--- src/rtl/mult_accum_pkg.sv ---
// rtl/mult_accum_pkg.sv - shared FSM state type and default sizing for mult_accum
package mult_accum_pkg;

  localparam int N_DEF     = 4;
  localparam int LEN_DEF   = 8;
  localparam int ACC_W_DEF = 2 * N_DEF + 4;

  typedef enum logic [1:0] {
    ACCUM = 2'd0,
    DRAIN = 2'd1,
    HOLD  = 2'd2
  } state_e;

endpackage

--- src/rtl/mult_accum_array_mult.sv ---
// rtl/mult_accum_array_mult.sv - combinational NxN unsigned array multiplier
module ArrayMultiplier_NxN
  import mult_accum_pkg::*;
#(
  parameter int N = N_DEF
) (
  input  logic [N-1:0]   a,
  input  logic [N-1:0]   b,
  output logic [2*N-1:0] p
);

  // Each row of the array adds the shifted multiplicand when its multiplier bit is set.
  always_comb begin
    p = '0;
    for (int i = 0; i < N; i++) begin
      if (b[i]) begin
        p = p + ((2 * N)'(a) << i);
      end
    end
  end

endmodule

--- src/rtl/mult_accum.sv ---
// rtl/mult_accum.sv - two-stage multiply-accumulate over fixed-length frames
// MULT_ACCUM_SATURATE_EN: clamp the accumulator on overflow instead of wrapping
module mult_accum
  import mult_accum_pkg::*;
#(
  parameter int N     = N_DEF,
  parameter int LEN   = LEN_DEF,
  parameter int ACC_W = 2 * N + 4
) (
  input  logic             clk,
  input  logic             rst_n,
  input  logic             clear,
  input  logic             in_valid,
  output logic             in_ready,
  input  logic [N-1:0]     a,
  input  logic [N-1:0]     b,
  output logic             out_valid,
  input  logic             out_ready,
  output logic [ACC_W-1:0] acc_out,
  output logic             ovf
);

  localparam int CNT_W = (LEN > 1) ? $clog2(LEN) : 1;
  localparam logic [CNT_W-1:0] LAST = CNT_W'(LEN - 1);

  state_e           state_q, state_d;
  logic [CNT_W-1:0] count_q, count_d;
  logic             s1_valid_q, s1_valid_d;
  logic [N-1:0]     s1_a_q, s1_a_d;
  logic [N-1:0]     s1_b_q, s1_b_d;
  logic             s2_valid_q, s2_valid_d;
  logic [2*N-1:0]   s2_prod_q, s2_prod_d;
  logic [ACC_W-1:0] acc_q, acc_d;
  logic             ovf_q, ovf_d;

  logic [2*N-1:0]   prod;
  logic [ACC_W:0]   sum;
  logic             accept;

  ArrayMultiplier_NxN #(.N(N)) u_mult (
    .a (s1_a_q),
    .b (s1_b_q),
    .p (prod)
  );

  // Gated by rst_n so every output reads zero while reset is held.
  assign in_ready  = (state_q == ACCUM) && rst_n;
  assign accept    = in_valid && in_ready;
  assign out_valid = (state_q == HOLD);
  assign acc_out   = acc_q;
  assign ovf       = ovf_q;

  always_comb begin
    state_d    = state_q;
    count_d    = count_q;
    s1_valid_d = accept;
    s1_a_d     = s1_a_q;
    s1_b_d     = s1_b_q;
    s2_valid_d = s1_valid_q;
    s2_prod_d  = prod;
    acc_d      = acc_q;
    ovf_d      = ovf_q;
    sum        = {1'b0, acc_q} + (ACC_W + 1)'(s2_prod_q);

    if (accept) begin
      s1_a_d = a;
      s1_b_d = b;
    end

    if (s2_valid_q) begin
      ovf_d = ovf_q | sum[ACC_W];
`ifdef MULT_ACCUM_SATURATE_EN
      acc_d = sum[ACC_W] ? '1 : sum[ACC_W-1:0];
`else
      acc_d = sum[ACC_W-1:0];
`endif
    end

    case (state_q)
      ACCUM: begin
        if (accept) begin
          if (count_q == LAST) begin
            count_d = '0;
            state_d = DRAIN;
          end else begin
            count_d = count_q + 1'b1;
          end
        end
      end
      // Last product sits in stage 2 once stage 1 has emptied.
      DRAIN: begin
        if (!s1_valid_q && s2_valid_q) begin
          state_d = HOLD;
        end
      end
      HOLD: begin
        if (out_ready) begin
          acc_d   = '0;
          ovf_d   = 1'b0;
          count_d = '0;
          state_d = ACCUM;
        end
      end
      default: state_d = ACCUM;
    endcase

    if (clear) begin
      s1_valid_d = 1'b0;
      s2_valid_d = 1'b0;
      acc_d      = '0;
      ovf_d      = 1'b0;
      count_d    = '0;
      state_d    = ACCUM;
    end
  end

  always_ff @(posedge clk or negedge rst_n) begin
    if (!rst_n) begin
      state_q    <= ACCUM;
      count_q    <= '0;
      s1_valid_q <= 1'b0;
      s1_a_q     <= '0;
      s1_b_q     <= '0;
      s2_valid_q <= 1'b0;
      s2_prod_q  <= '0;
      acc_q      <= '0;
      ovf_q      <= 1'b0;
    end else begin
      state_q    <= state_d;
      count_q    <= count_d;
      s1_valid_q <= s1_valid_d;
      s1_a_q     <= s1_a_d;
      s1_b_q     <= s1_b_d;
      s2_valid_q <= s2_valid_d;
      s2_prod_q  <= s2_prod_d;
      acc_q      <= acc_d;
      ovf_q      <= ovf_d;
    end
  end

endmodule

--- config.mk ---
export PLATFORM = sky130hd
export DESIGN_NAME = mult_accum
export DESIGN_NICKNAME = d
export VERILOG_FILES = /design/src/rtl/mult_accum_pkg.sv /design/src/rtl/mult_accum_array_mult.sv /design/src/rtl/mult_accum.sv
export SDC_FILE = /design/constraint.sdc
export NUM_CORES = 1
export LEC_CHECK = 0
export ABC_AREA = 1
export CAP_MARGIN = 0
export CELL_PAD_IN_SITES_DETAIL_PLACEMENT = 1
export CELL_PAD_IN_SITES_GLOBAL_PLACEMENT = 1
export CORE_MARGIN = 2
export CORE_UTILIZATION = 40
export CTS_CLUSTER_DIAMETER = 150
export DETAILED_ROUTE_END_ITERATION = 8
export PLACE_DENSITY_LB_ADDON = 0.1
export SETUP_SLACK_MARGIN = 0.15
export SYNTH_ARGS = -nofsm -noshare
export SYNTH_HDL_FRONTEND = slang
export SYNTH_SLANG_ARGS = --single-unit
--- constraint.sdc ---
create_clock -name clk -period 3.8 [get_ports clk]
set_clock_uncertainty 0.2 [all_clocks]
set_input_delay 0.38 -clock clk [delete_from_list [all_inputs] [get_ports clk]]
set_output_delay 0.38 -clock clk [all_outputs]
set_load 0.05 [all_outputs]
== Yosys cells after proc, flatten, opt, wreduce, memory -nomap -nowiden ==
Index checks and enable logic that the tools add are counted.

* Add/sub/neg operators: 5
* Eq/ne operators: 7
* Multiplexer cells: 25
* Bitwise logic cells: 1
* Reductions and logical operators: 8

{| class="wikitable"
|+ Operator list
! kind !! count
|-
| $mux 12 || 4
|-
| $mux 8 || 3
|-
| $add 12x8->13 || 1
|-
| $mux 3 || 4
|-
| $mux 2 || 5
|-
| $add 8x5->8 || 1
|-
| $add 8x6->8 || 1
|-
| $add 8x7->8 || 1
|-
| $mux 1 || 6
|-
| $ne 3x2->1 const B || 2
|-
| $ne 3x3->1 const B || 2
|-
| $pmux 2 s3 || 1
|-
| $pmux 3 s2 || 1
|-
| $mux 4 || 1
|-
| $reduce_and 4->1 || 1
|-
| $add 3x1->3 const B || 1
|-
| $eq 3x3->1 const B || 1
|-
| $logic_and 1x1->1 || 3
|-
| $reduce_and 3->1 || 1
|-
| $reduce_bool 3->1 || 1
|-
| $eq 2x1->1 const B || 1
|-
| $eq 2x2->1 const B || 1
|-
| $logic_not 2->1 || 1
|-
| $logic_not 1->1 || 1
|-
| $or 1x1->1 || 1
|}

* Register bits after elaboration: 36
* Input port bits: 13
* Word-level logic and storage cells: 55

== Longest topological paths before layout ==
Gate-level depths: netlist of the first run.

* Depth in word-level cells: 7
* Gate-level depth with buffers: 19
* Gate-level depth less buffers: 19

== Hierarchy ==
Synthesis of the first run repeated with hierarchy kept, for this count alone.

* Cells, all modules: 327
* Area total of the unflattened synthesis: 2539.9 µm²

{| class="wikitable"
|+ Modules (own cells, without submodules)
! module !! instances !! cells each !! area an instance (µm²)
|-
| mult_accum || 1 || 228 || 1934.4
|-
| ArrayMultiplier_NxN || 1 || 99 || 605.6
|}

== Worst setup path before layout of the first run ==
OpenSTA, ideal clock, no wires.

* Path type: register -> register
* Start point: register s1_a_q[1]
* End point: register s2_prod_q[6]
* Data arrival time: 3.161 ns
* Data required time: 3.471 ns
* Path slack: 0.310 ns
* Stages on the path, launching flop included: 18
* Buffers on the path: 0
* Clock period less this slack: 3.490 ns
* Cell sequence: dfrtp_1 > nand2_1 > inv_1 > ha_1 > inv_1 > fa_1 > o21ai_0 > ha_1 > inv_1 > fa_1 > xor2_1 > nand2_1 > a21boi_0 > ha_1 > nand3_1 > nand2_1 > xnor2_1 > o21ai_0

* Word-level cells in the longest chain between the ends: 7

{| class="wikitable"
|+ Ends and longest elaborated chain
! what !! RTL line !! text
|-
| start: declaration || mult_accum.sv:29 || <nowiki>logic [N-1:0] s1_a_q, s1_a_d;</nowiki>
|-
| start signal: assignment || mult_accum.sv:122 || <nowiki>s1_a_q <= '0;</nowiki>
|-
| start signal: assignment || mult_accum.sv:132 || <nowiki>s1_a_q <= s1_a_d;</nowiki>
|-
| $mux 4 || mult_accum_array_mult.sv:16 || <nowiki>if (b[i]) begin</nowiki>
|-
| $add 8x5->8 || mult_accum_array_mult.sv:17 || <nowiki>p = p + ((2 * N)'(a) << i);</nowiki>
|-
| $mux 8 || mult_accum_array_mult.sv:16 ||
|-
| $add 8x6->8 || mult_accum_array_mult.sv:17 ||
|-
| $mux 8 || mult_accum_array_mult.sv:16 ||
|-
| $add 8x7->8 || mult_accum_array_mult.sv:17 ||
|-
| $mux 8 * || mult_accum_array_mult.sv:16 ||
|-
| named net prod[6] || mult_accum.sv:36 || <nowiki>logic [2*N-1:0] prod;</nowiki>
|-
| end signal: assignment || mult_accum.sv:135 || <nowiki>s2_prod_q <= s2_prod_d;</nowiki>
|-
| end: declaration || mult_accum.sv:32 || <nowiki>logic [2*N-1:0] s2_prod_q, s2_prod_d;</nowiki>
|}

The timed path passes the listed nets; every way through them passes the cells marked *.
A chain may end at the register's enable or synchronous reset.

== Final worst setup path of the first run ==
* Start point: register s1_a_q[1]
* End point: register s2_prod_q[5]

The elaborated chain is that of the path after synthesis.

==> impl_results.md, run 1 <==
- DR WL/cell: about 13 um
- VDD IR max: 0.0004070 V
- Crit path kind: register to register
- Iteration count of the initial detailed-routing pass: 4
- Uppermost layer routed: met4
- Clock latency at the later pin of the worst-skew pair: between 200 and 300 ps
- Status: finished, final reports clean
- Final min period: 3435 ps
- #FFs+latches synth: 36
- Die area: 6826 sq um
- Worst-path maximum fanout: 2
- Vias/cell: 4.975
- Die Y: 82.62 um
- Rel. slew slack: around 55%
- Initial antenna violation count: 0
- Storage cell area: ~900 sq um
- RSZ-0062 raised after global routing: no
- WL met2: between 2 and 3 mm
- CTS tree: done
- EDFF count, synth: 0
- DP Wirelength: between 4 and 5 mm
- Worst slack at placement: around 85 ps
- Initial DRC Count: 48
- Fraction of layout cells with a size suffix above 1: about an eighth
- Net Count, Synth: between 300 and 400
- Synth cell types: 30
- Avg Inst Size Synth: about 7.6 sq um
- Fin. Hold Viols: 0
- Mapped cell area: roughly 2500 sq um
- Worst EP arrival: about 3400 ps
- ANT cells: 0
- Async S/R FF share, synth: 100.0%
- Layout area overhead: 21.66%
- Largest net degree at the start of global routing: 37
- Row Count: 28
- Post-synthesis sequential area ratio: between 30% and 40%
- Tightest Hold Check Type: register to register
- Antenna viol nets, final: 0
- DRC: 0
- Routability cong.: 0.8197
- WP data required: 3780 ps
- Via Count: about 2.2k
- Post-Route WL: between 5 and 6 mm
- WL met3: 129 um
- Starting density of the core: 41.51%
- # clock sinks: 36
- Ys flop type: dfrtp_1
- Io pins: 28
- Reg clk slew, reported paths: 80 ps
- Worst Hold Slack: 295.4 ps
- Final worst-path cycle share: 90.41%
- Crit path launch type: register
- Setup bufs post-CTS: 0
- Total global routing overflow: 0
- Number of fill cells: between 700 and 800
- Chip Width: ~83 um
- Clock Path Buffers: 2
- Cell count after synthesis: around 320
- YS warnings: 0
- Commonest non-fill, non-tap cells in the layout: 71 x nand2_1, 48 x inv_1, 40 x nand3_1
- Lkg Pwr: around 1.6 nW
- Vias in the first global route: 2,192
- Setup violators final: 0
- Cts bufs inserted: 5
- Fin util: between 50 and 60%
- Area of the multi-input gates: around 1400 sq um
- Port Buffers: 27
- Nets@finish: 398
- DRT met1 WL: 2.704 mm
- All-layer global routing usage: just under 20%
- CP Capture Type: register
- CTS root buf: clkbuf_8
- PwrDens: approximately 850 nW/um^2
- Total negative setup slack: 0 ps
- Worst Tran Pin Value: 679.8 ps
- Final WS setup: 364.6 ps
- Most common library cell in the layout ignoring fill and taps: nand2_1
- Slew Viols, Final: 0
- Max-Cap Viols: 0
- First-pass GRT wire length: 9.949 mm
- Achievable Freq: 291.1 MHz
- CTS H-tree lvls: 2
- Total core area: approximately 6000 sq um
==> path summary, 6_finish.rpt <==
check / cells after the start / slack [ps] / endpoint / start
max: 16 / 360 / s2_prod_q[5]$_DFF_PN0_ / s1_a_q[1]$_DFFE_PN0P_
min: 2 / 300 / s2_valid_q$_DFF_PN0_ / s1_valid_q$_DFF_PN0_
max reg2reg: 16 / 360 / s2_prod_q[5]$_DFF_PN0_ / s1_a_q[1]$_DFFE_PN0P_
min reg2reg: 2 / 300 / s2_valid_q$_DFF_PN0_ / s1_valid_q$_DFF_PN0_
max in group asynchronous: 3 / 2590 / acc_out[6]$_DFF_PN0_ / rst_n
min in group asynchronous: 3 / 480 / acc_out[3]$_DFF_PN0_ / rst_n
==> worst max-delay path, cell delays in order, from the launching register on <==
cell and delay, ps:
dfrtp_1 380, nand2_1 80, inv_1 50, ha_1 200, inv_1 70, fa_1 410
o21ai_2 150, ha_2 200, inv_1 50, fa_1 470, nand2_1 60, and2_1 160
ha_2 190, fa_2 400, xor2_1 150, nand2_1 50, nand2_1 50
==> per-stage QoR <==
stage	total power, mW	area [sq um]	std cells
2_1_floorplan	1.741	2472	324
6_report	2.544	3008	436
5_1_grt	2.852	3008	436
3_3_place_gp	2.058	2846	427
4_1_cts	2.466	2964	436
3_5_place_dp	2.111	2846	427
==> cell families (layout without fill, tap and decap cells) <==
kind of cell	Yosys count	in the layout	synth area share, %
and+or+nand+nor	168	168	30.77
muxes	2	2	0.9109
xor gates and xnor gates	3	3	1.063
buffers and inverters	55	92	8.502
AOI/OAI and AO/OA	35	35	8.451
adders and majority gates	25	25	13.87
DFF	36	36	36.44
==> layer usage <==
layer | GRT usage, % | vias to the layer above
met5 | 0 | -
met4 | 7.213 | 0
met3 | 3.043 | 9
met2 | 34.44 | 26
met1 | 23.30 | 1024
li1 | - | 1110
==> sequential cells by signal (all words and copies together) (netlist names) <==
signal      cells
count_q         3
s1_a_q          4
s1_b_q          4
state_q         2
acc_out        12
s2_prod_q       8
ovf             1
s1_valid_q      1
s2_valid_q      1
==> final cells by class <==
class | count | area share, %
clock buffer | 6 | 2.413
clock inverter | 2 | 1.165
inverter | 52 | 6.489
multi-input combinational | 233 | 46.71
sequential | 36 | 29.95
tap | 75 | 3.120
timing repair buffer | 32 | 10.15
==> timing repair <==
item                                    4_1_cts  5_1_grt
hold endpoints to repair                     36        0
endpoints found under the setup margin        2        4
gates resized for setup                       1       13
hold buffers                                  1        0
pin swaps                                     0        3
==> where the power goes <==
group          switching [mW]  internal [mW]
sequential              0.101          0.505
clock                   0.140          0.195
combinational           0.919          0.684
total                    1.16           1.38
==> Yosys cell counts, types with 2 or more instances <==
cell type / instances / area, sq um
nand2_1: 72 / 270.3
inv_1: 48 / 180.2
nand3_1: 41 / 205.2
dfrtp_1: 36 / 900.9
nor2_1: 32 / 120.1
ha_1: 21 / 262.8
a21oi_1: 19 / 95.09
nand2_2: 7 / 43.79
o21ai_0: 7 / 35.03
fa_1: 4 / 80.08
inv_2: 4 / 15.01
nor3_1: 4 / 20.02
buf_2: 3 / 15.01
a21boi_0: 2 / 15.01
a21o_1: 2 / 15.01
and2_1: 2 / 12.51
mux2_2: 2 / 22.52
nand3_2: 2 / 20.02
nand4_1: 2 / 12.51
nor2_4: 2 / 22.52
o211ai_1: 2 / 15.01
xor2_1: 2 / 17.52
Power figures use the tool's default switching activity.
==> run 2: changes to the inputs <==
--- a/config.mk
+++ b/config.mk
@@ -13,7 +13,7 @@
 export CORE_UTILIZATION = 40
 export CTS_CLUSTER_DIAMETER = 150
 export DETAILED_ROUTE_END_ITERATION = 8
-export PLACE_DENSITY_LB_ADDON = 0.1
+export PLACE_DENSITY_LB_ADDON = 0.05
 export SETUP_SLACK_MARGIN = 0.15
 export SYNTH_ARGS = -nofsm -noshare
 export SYNTH_HDL_FRONTEND = slang
==> run 2 against run 1 <==
  * Register-to-register slack worse by 60 ps
  * Worst hold slack worse by 6.4 ps
  * Die area stayed put
  * Cell count is 0.23% lower
  * Core utilization grew 0.48 points
  * Combinational power rose by 8%
  * Largest power group unchanged
==> impl_results.md, run 2 (synthesized netlist as in run 1, its figures left out) <==
- Iteration count of the initial detailed-routing pass: 4
- R2r endpoint: s2_prod_q[5]$_DFF_PN0_
- Clock latency at the later pin of the worst-skew pair: roughly 300 ps
- Final Power: 2.708 mW
- Fraction of layout cells with a size suffix above 1: roughly 14%
- Cts bufs inserted: 5
- Io pins: 28
- WP data required: approximately 3800 ps
- Post-Route WL: approximately 6.3 mm
- Worst path slowest cell: fa_2
- Tightest Hold Check Type: register to register
- Net Sw Power: 1.258 mW
- Number of fill cells: 771
- All-layer global routing usage: 20.51%
- Crit path kind: register to register
- Flip-flop count of the largest register after layout: 12
- Worst EP arrival: roughly 3500 ps
- Routability cong.: a little over 0.8
- Lkg Pwr: 1.585 nW
- Crit path cell chain: nand2_2, inv_1, ha_2, inv_2, fa_1, o21ai_2, ha_2, inv_2, fa_2, nand2_2, and2_4, ha_4, fa_2, xor2_1, nand2_1, nand2_1
- CP Capture Type: register
- Via Count: approximately 2.2k
- RSZ-0062 raised after global routing: yes
- FF-to-FF Start: s1_b_q[0]$_DFFE_PN0P_
- First-pass GRT wire length: 10.43 mm
- Layout area overhead: 22.82%
- Combinational power share: between 60% and 70%
- Port Buffers: 27
- Initial antenna violation count: 0
- Slowest cell delay on critical path: ~540 ps
- Final min period: roughly 3500 ps
- CP startpoint: s1_b_q[0]$_DFFE_PN0P_
- Clock Path Buffers: 2
- Reg clk slew, reported paths: about 80 ps
- CTS tree: done
- Commonest non-fill, non-tap cells in the layout: 69 x nand2_1, 46 x inv_1, 41 x nand3_1
- Chip Width: ~83 um
- Total core area: 5956 sq um
- Flop-to-flop setup slack: between 300 and 400 ps
- Fin. Hold Viols: 0
- Cells on worst reg2reg path: 16
- Worst Tran Pin Value: approximately 640 ps
- Row Count: 28
- Achievable Freq: ~290 MHz
- Max-Cap Viols: 0
- Largest net degree at the start of global routing: 37
- Initial DRC Count: between 50 and 60
- DP Wirelength: slightly below 5 mm
- VDD IR max: 0.0004154 V
- Die area: a little under 7000 sq um
- CP endpoint: s2_prod_q[5]$_DFF_PN0_
- Die Y: ~83 um
- Fin util: approximately half
- Setup violators final: 0
- Vias in the first global route: around 2.3k
- DRC: 0
- Crit path launch type: register
- Antenna viol nets, final: 0
- Final worst-path cycle share: between 90 and 100%
- Starting density of the core: 41.51%
- Switching share of total power: 46.47%
- Rel. slew slack: between 50% and 60%
- Sequential share of power: 22.8%
- Nets@finish: 397
- Slew Viols, Final: 0
- Total negative setup slack: 0 ps
- Total global routing overflow: 0
- CTS root buf: clkbuf_8
- Status: finished, final reports clean
- ANT cells: 0
- # clock sinks: 36
- CTS H-tree lvls: 2
- Vias/cell: 5.078
- PwrDens: 891.7 nW/um^2
- Worst-path maximum fanout: 2
- Int Pwr: ~1.4 mW
- Clock power share: a little over an eighth
- DR WL/cell: 14.57 um
- Most common library cell in the layout ignoring fill and taps: nand2_1
==> run 2: worst max-delay path, delay by kind of cell (launching register included) <==
kind | cells | cell delay [ps]
compound gates | 1 | 150
xor+xnor | 1 | 150
flops | 1 | 380
simple gates | 5 | 390
fa+ha+maj | 6 | 1970
buf+inv | 3 | 160
==> run 2: metal layers <==
metal	wire, um	track usage [%]	part of all wire [%]
met2	3453	38.63	54
met4	83	5.902	1.3
met3	140	3.696	2.2
met1	2659	23.49	42
met5	0	0	0
==> run 2: cell type report <==
| cell class | count | area, sq um | area share (%) |
|---|---|---|---|
| Multi-Input combinational cell | 233 | 1433 | 47.18 |
| Sequential cell | 36 | 902.1 | 29.71 |
| Timing Repair Buffer | 31 | 297.8 | 9.806 |
| Inverter | 52 | 195.2 | 6.428 |
| Tap cell | 75 | 93.84 | 3.090 |
| Clock buffer | 5 | 68.82 | 2.266 |
| Clock inverter | 3 | 46.29 | 1.525 |
==> run 2: power groups by stage <==
stage / Combinational [mW] / Clock [mW] / Sequential [mW]
after floorplan: 1.13 / 0 / 0.610
after global placement: 1.45 / 0 / 0.613
after detailed placement: 1.51 / 0 / 0.616
after CTS: 1.54 / 0.373 / 0.608
after global routing: 1.99 / 0.388 / 0.636
final: 1.73 / 0.364 / 0.618
==> run 2: what timing repair did <==
item,in CTS,in global routing
hold buffers,1,0
pin swaps,0,5
setup endpoints to repair,1,4
hold endpoints to repair,36,0
setup buffers,0,0
gates cloned,0,0
resized for setup,1,20
==> run 2: worst min path at each step <==
stage,startpoint,endpoint,cells after the start
6_report,s1_valid_q$_DFF_PN0_,s2_valid_q$_DFF_PN0_,2
4_1_cts,s1_valid_q$_DFF_PN0_,s2_valid_q$_DFF_PN0_,2
3_3_place_gp,rst_n,acc_out[3]$_DFF_PN0_,2
5_1_grt,s1_valid_q$_DFF_PN0_,s2_valid_q$_DFF_PN0_,2
3_5_place_dp,s1_valid_q$_DFF_PN0_,s2_valid_q$_DFF_PN0_,2
2_1_floorplan,rst_n,acc_out[0]$_DFF_PN0_,0
==> run 2: per-stage QoR <==
stage / worst slack [ps] / hold WS, ps / std cells / area, sq um
floorplan: 309.6 / -115.6 / 324 / 2472
global placement: 277.2 / 270.8 / 426 / 2839
detailed placement: 127.9 / 274.4 / 426 / 2839
CTS: 175.5 / 289.8 / 435 / 2964
global route: 102.2 / 325.8 / 435 / 3037
finish: 300.9 / 289.0 / 435 / 3037
==> RTL change 1, RTL diff (config.mk and constraints of run 2) <==
Build with the macro `MULT_ACCUM_SATURATE_EN` defined.
--- a/src/rtl/mult_accum.sv
+++ b/src/rtl/mult_accum.sv
@@ -1,5 +1,7 @@
 // rtl/mult_accum.sv - two-stage multiply-accumulate over fixed-length frames
 // MULT_ACCUM_SATURATE_EN: clamp the accumulator on overflow instead of wrapping
+`define MULT_ACCUM_SATURATE_EN
+
 module mult_accum
   import mult_accum_pkg::*;
 #(
Check against the original RTL: no difference found for any inputs over 10 cycles, from zero or initial values and one cycle with rst_n low; that may be too few to reach the edited logic, so the function may still have changed.
==> RTL change 1 against run 2 <==
Via count down 3.3%; sequential share of layout area grew 0.87 points; global-route usage fell by 0.48 points; sequential cell count unchanged; synthesized area down 0.91%; synthesized cell count down 2.8%; cell count down 2.1%; routed wire length is 6.8% lower; maximum frequency up 0.98%; clock power is 24% lower; final area is 3.0% lower; total power decreased by 4.8%; setup slack improved by 0.034 ns; largest power group unchanged; highest routed layer unchanged.
==> RTL change 1: results (changes against run 2) <==
<table>
<tr><th>Metric</th><th>Value</th></tr>
<tr><th colspan="2">Status</th></tr>
<tr><td>Outcome</td><td>complete, no violations (unchanged)</td></tr>
<tr><th colspan="2">Critical path</th></tr>
<tr><td>Highest net fanout along the worst path</td><td>4 (was 2)</td></tr>
<tr><td>Slowest stage cell, crit path</td><td>fa_1 (was fa_2)</td></tr>
<tr><td>Arrival time at the worst endpoint</td><td>3.45 ns (was 3.49 ns)</td></tr>
<tr><td>Worst-case register-to-register setup slack</td><td>0.33 ns (was 0.30 ns)</td></tr>
<tr><th colspan="2">Synth</th></tr>
<tr><td>Sequential-to-total area share from yosys stat</td><td>36.8% (was 36.4%)</td></tr>
<tr><td>Synthesized Nets</td><td>353 (was 362)</td></tr>
<tr><td>Adder-Cell Fraction of Synth Area</td><td>14.0% (was 13.9%)</td></tr>
<tr><td>Number of different library cells in the post-synthesis netlist</td><td>33 (was 30)</td></tr>
<tr><td>Compound-cell area share of the yosys netlist</td><td>12.5% (was 8.45%)</td></tr>
<tr><td>Post-synthesis share of cell area spent on xor and xnor gates</td><td>2.86% (was 1.06%)</td></tr>
<tr><td>Top post-synthesis cells by area</td><td>dfrtp_1 (37%), ha_1 (11%), nand2_1 (9.8%) (was dfrtp_1 (36%), nand2_1 (11%), ha_1 (11%))</td></tr>
<tr><th colspan="2">GRT</th></tr>
<tr><td>GR Layer Usage met1</td><td>24.0% (was 23.5%)</td></tr>
<tr><td>Wire length of the first global-routing pass</td><td>10,200 um (was 10,400 um)</td></tr>
<tr><td>Met2 usage in global routing</td><td>35.6% (was 38.6%)</td></tr>
<tr><td>Tot GR Track Use</td><td>20.0% (was 20.5%)</td></tr>
<tr><td>Via count of the first global-routing pass</td><td>2,220 (was 2,309)</td></tr>
<tr><td>Met3 track demand over resource in global routing</td><td>3.59% (was 3.70%)</td></tr>
<tr><th colspan="2">Layout</th></tr>
<tr><td>Share of final-layout standard cells stronger than drive strength 1</td><td>9.97% (was 14.2%)</td></tr>
<tr><th colspan="2">Routing</th></tr>
<tr><td>Total length of routed met2 wires</td><td>2990 um (was 3450 um)</td></tr>
<tr><td>Met1 routed wirelength after detailed routing</td><td>2680 um (was 2660 um)</td></tr>
<tr><td>Wire length on met3</td><td>137 um (was 140 um)</td></tr>
<tr><td>Via/cell ratio</td><td>5.01 (was 5.08)</td></tr>
<tr><td>Number of DRC violations after detailed-routing iteration 0</td><td>20 (was 57)</td></tr>
<tr><th colspan="2">Pwr</th></tr>
<tr><td>Proportion of power drawn by the clock network</td><td>10.8% (was 13.4%)</td></tr>
<tr><td>Switching component of the power</td><td>1210 uW (was 1260 uW)</td></tr>
<tr><td>Largest voltage drop on the vdd net</td><td>0.556 mV (was 0.415 mV)</td></tr>
<tr><th colspan="2">Timing</th></tr>
<tr><td>Worst slew slack as a fraction of its limit</td><td>63.4% (was 57.6%)</td></tr>
<tr><th colspan="2">Placement</th></tr>
<tr><td>Total half-perimeter wirelength after legalization and detailed placement</td><td>4620 um (was 4820 um)</td></tr>
</table>
==> RTL change 1: cell count changes after synthesis, sizes merged, moves of 3 or more <==
cell | before | now
nand2 | 80 | 71
nor3 | 5 | 2
nand3 | 43 | 25
o21bai | 0 | 4
o21ai | 9 | 20
xnor2 | 1 | 4
nor2 | 35 | 38
==> RTL change 1: how the worst min path moves through the flow <==
stage	start	endpoint	slack, ns	depth (start not counted)
6_report	s1_valid_q	s2_valid_q	0.31	2
5_1_grt	s1_valid_q	s2_valid_q	0.34	2
4_1_cts	s1_valid_q	s2_valid_q	0.31	2
3_5_place_dp	rst_n	acc_out[10]	0.27	2
3_3_place_gp	s1_valid_q	s2_valid_q	0.27	2
2_1_floorplan	rst_n	acc_out[0]	-0.12	0
==> RTL change 1: kinds of logic (layout without fill, tap and decap cells) <==
family                   after synthesis  in the layout
XOR/XNOR                               8              8
AND/OR/NAND/NOR                      140            140
adder cells (fa/ha/maj)               25             25
multiplexers                           2              2
AO/OA/AOI/OAI                         50             50
flip-flops                            36             36
buffers and inverters                 54             90
==> RTL change 1: cell type report <==
type | count | area, sq um
Clock buffer | 5 | 68.8
Clock inverter | 3 | 18.8
Inverter | 51 | 191
Tap cell | 75 | 93.8
Sequential cell | 36 | 901
Multi-Input combinational cell | 225 | 1380
Timing Repair Buffer | 31 | 298
Fill cell | 761 | 2970
==> RTL change 1: per-stage QoR <==
step | std cells | total power, uW | worst slack [ns]
CTS | 425 | 2470 | 0.168
global route | 426 | 2900 | 0.100
detailed placement | 416 | 2180 | 0.0809
floorplan | 315 | 1810 | 0.385
global placement | 416 | 2110 | 0.280
finish | 426 | 2580 | 0.335
==> RTL change 1: timing repair <==
item                                    CTS  global route
gates resized for setup                   1             9
hold buffers                              1             0
endpoints found under the hold margin    36             0
endpoints found under the setup margin    1             4
buffers inserted                          0             1
==> RTL change 2, RTL diff (config.mk and constraints of run 2) <==
Made on the original files. The 3 states of `state_e` get a one-hot encoding in 3 bits.
--- a/src/rtl/mult_accum_pkg.sv
+++ b/src/rtl/mult_accum_pkg.sv
@@ -5,10 +5,10 @@
   localparam int LEN_DEF   = 8;
   localparam int ACC_W_DEF = 2 * N_DEF + 4;
 
-  typedef enum logic [1:0] {
-    ACCUM = 2'd0,
-    DRAIN = 2'd1,
-    HOLD  = 2'd2
+  typedef enum logic [2:0] {
+    ACCUM = 3'b001,
+    DRAIN = 3'b010,
+    HOLD  = 3'b100
   } state_e;
 
 endpackage
Behaviour: same outputs for any inputs over 10 cycles, from zero or initial values and one cycle with rst_n low; not proved beyond that.
==> RTL change 2 against run 2 <==
Setup slack improved by 0.063 ns; global-route usage decreased by 1.2 points; total power decreased by 0.30%; synthesized area increased by 3.2%; routed wire length decreased by 2.4%; synthesized cell count increased by 4.6%; count of clock-buffer cells in the layout increased by 2; via count increased by 1.9%; final area increased by 1.3%; sequential cell count increased by 1; maximum frequency increased by 1.8%; sequential share of layout area increased by 0.48 points; critical path type unchanged.
==> RTL change 2: results (changes against run 2) <==
<table>
<tr><th>Metric</th><th>Value</th></tr>
<tr><th colspan="2">Synth</th></tr>
<tr><td>Top post-synthesis cells by area</td><td>dfrtp_1 (35%), nand2_1 (13%), ha_1 (10%) (was dfrtp_1 (36%), nand2_1 (11%), ha_1 (11%))</td></tr>
<tr><td>Sequential-to-total area share from yosys stat</td><td>36.3% (was 36.4%)</td></tr>
<tr><td>Commonest cells in the synthesized netlist</td><td>nand2_1 (85), inv_1 (54), nand3_1 (47), dfrtp_1 (36), nor2_1 (31) (was nand2_1 (72), inv_1 (48), nand3_1 (41), dfrtp_1 (36), nor2_1 (32))</td></tr>
<tr><td>Synthesized Nets</td><td>377 (was 362)</td></tr>
<tr><th colspan="2">Pwr</th></tr>
<tr><td>Largest voltage drop on the vdd net</td><td>0.413 mV (was 0.415 mV)</td></tr>
<tr><th colspan="2">Placement</th></tr>
<tr><td>Total half-perimeter wirelength after legalization and detailed placement</td><td>4900 um (was 4820 um)</td></tr>
<tr><td>Area post-placement</td><td>2920 sq um (was 2840 sq um)</td></tr>
<tr><td>Routability congestion estimate</td><td>0.789 (was 0.812)</td></tr>
<tr><th colspan="2">Layout</th></tr>
<tr><td>Largest register FFs</td><td>12 (unchanged)</td></tr>
<tr><td>Layout net count</td><td>412 (was 397)</td></tr>
<tr><td>Count of filler cells inserted in the layout</td><td>797 (was 771)</td></tr>
<tr><td>Share of final-layout standard cells stronger than drive strength 1</td><td>8.53% (was 14.2%)</td></tr>
<tr><th colspan="2">Critical path</th></tr>
<tr><td>Number of cells on the worst reg-to-reg path</td><td>19 (was 16)</td></tr>
<tr><td>Arrival time at the worst endpoint</td><td>3.41 ns (was 3.49 ns)</td></tr>
<tr><td>Highest net fanout along the worst path</td><td>6 (was 2)</td></tr>
<tr><td>End of the worst register-to-register path</td><td>s2_prod_q[6] (was s2_prod_q[5])</td></tr>
<tr><th colspan="2">Timing</th></tr>
<tr><td>Slew at the pin closest to its max-slew limit</td><td>0.599 ns (was 0.636 ns)</td></tr>
<tr><td>Final worst hold slack</td><td>0.286 ns (was 0.289 ns)</td></tr>
<tr><th colspan="2">Routing</th></tr>
<tr><td>Total length of routed met2 wires</td><td>3060 um (was 3450 um)</td></tr>
<tr><td>Met1 routed wirelength after detailed routing</td><td>2940 um (was 2660 um)</td></tr>
<tr><td>Via/cell ratio</td><td>4.98 (was 5.08)</td></tr>
<tr><td>Number of DRC violations after detailed-routing iteration 0</td><td>48 (was 57)</td></tr>
<tr><td>Wire length on met3</td><td>122 um (was 140 um)</td></tr>
<tr><th colspan="2">Min path</th></tr>
<tr><td>End point of the most critical hold path</td><td>count_q[1] (was s2_valid_q)</td></tr>
<tr><td>Worst Min Path Start</td><td>count_q[1] (was s1_valid_q)</td></tr>
<tr><th colspan="2">GRT</th></tr>
<tr><td>Via count of the first global-routing pass</td><td>2,335 (was 2,309)</td></tr>
<tr><td>Maximum number of pins on one net before global-route repair</td><td>38 (was 37)</td></tr>
<tr><th colspan="2">Status</th></tr>
<tr><td>Outcome</td><td>complete, no violations (unchanged)</td></tr>
</table>
-- RTL change 2: cell types whose count changed after synthesis, moves of 2 or more --
cell	change
nand2_2	-6
nor2_4	-2
a21oi_1	-2
inv_1	+6
nand2_1	+13
nor3_1	+2
nand3_1	+6
-- RTL change 2: worst max-delay path by stage --
stage	to	slack, ns	depth (start not counted)
after CTS	s2_prod_q[5]	0.19	16
after global routing	s2_prod_q[6]	0.13	19
after global placement	s2_prod_q[6]	0.29	17
final	s2_prod_q[6]	0.36	19
after floorplan	s2_prod_q[6]	0.31	17
after detailed placement	s2_prod_q[6]	0.11	17
-- RTL change 2: cell families (layout without fill, tap and decap cells) --
kind of cell               Yosys count  count (layout)  share of synthesized area (%)
and+or+nand+nor                    180             180                           31.6
buffers and inverters               60              96                           8.97
DFF                                 37              37                           36.3
AOI/OAI and AO/OA                   32              32                           7.74
adders and majority gates           25              25                           13.4
xor gates and xnor gates             3               3                           1.03
muxes                                2               2                          0.882
-- RTL change 2: report_power, final --
part / leakage (uW) / internal [uW] / switching (uW)
combinational: 0.00111 / 709 / 978
sequential: 0.000472 / 532 / 115
clock: 0.0000585 / 214 / 150
total: 0.00164 / 1460 / 1240
-- RTL change 2: tightest hold or removal path, cell delays in order (launching register included) --
cell and delay [ns]:
dfrtp_1 0.35, nand2_1 0.06, nand2_1 0.05
-- RTL change 2: routing by layer --
| metal | GRT usage [%] | vias to the layer above |
|---|---|---|
| met5 | 0 | - |
| met4 | 4.55 | 0 |
| met3 | 2.97 | 6 |
| met2 | 33.8 | 21 |
| met1 | 24.9 | 1077 |
| li1 | - | 1148 |
-- RTL change 2: stage by stage --
step	util (%)	instances	power, uW	setup slack [ns]
after floorplan	-	339	1860	0.310
after global placement	46.5	443	2200	0.295
after detailed placement	46.5	443	2270	0.107
after CTS	48.6	452	2660	0.195
after global routing	49.0	452	3010	0.130
final	49.0	452	2700	0.364
-- RTL change 2: cell type report --
class	instances	area, sq um	share of cell area, %
clock buffers	7	86.3	2.81
inverters	57	214	6.96
multi-input cells	242	1420	46.3
clock inverters	1	30.0	0.976
flip-flops and latches	37	928	30.2
well taps	77	96.3	3.13
repair buffers	31	298	9.68
-- RTL change 2: timing repair --
action                                 4_1_cts  5_1_grt
setup buffers                                0        0
endpoints found under the hold margin       36        0
hold buffers                                 1        0
pin swaps                                    0        0
setup endpoints to repair                    1        4
resized for setup                            1        7
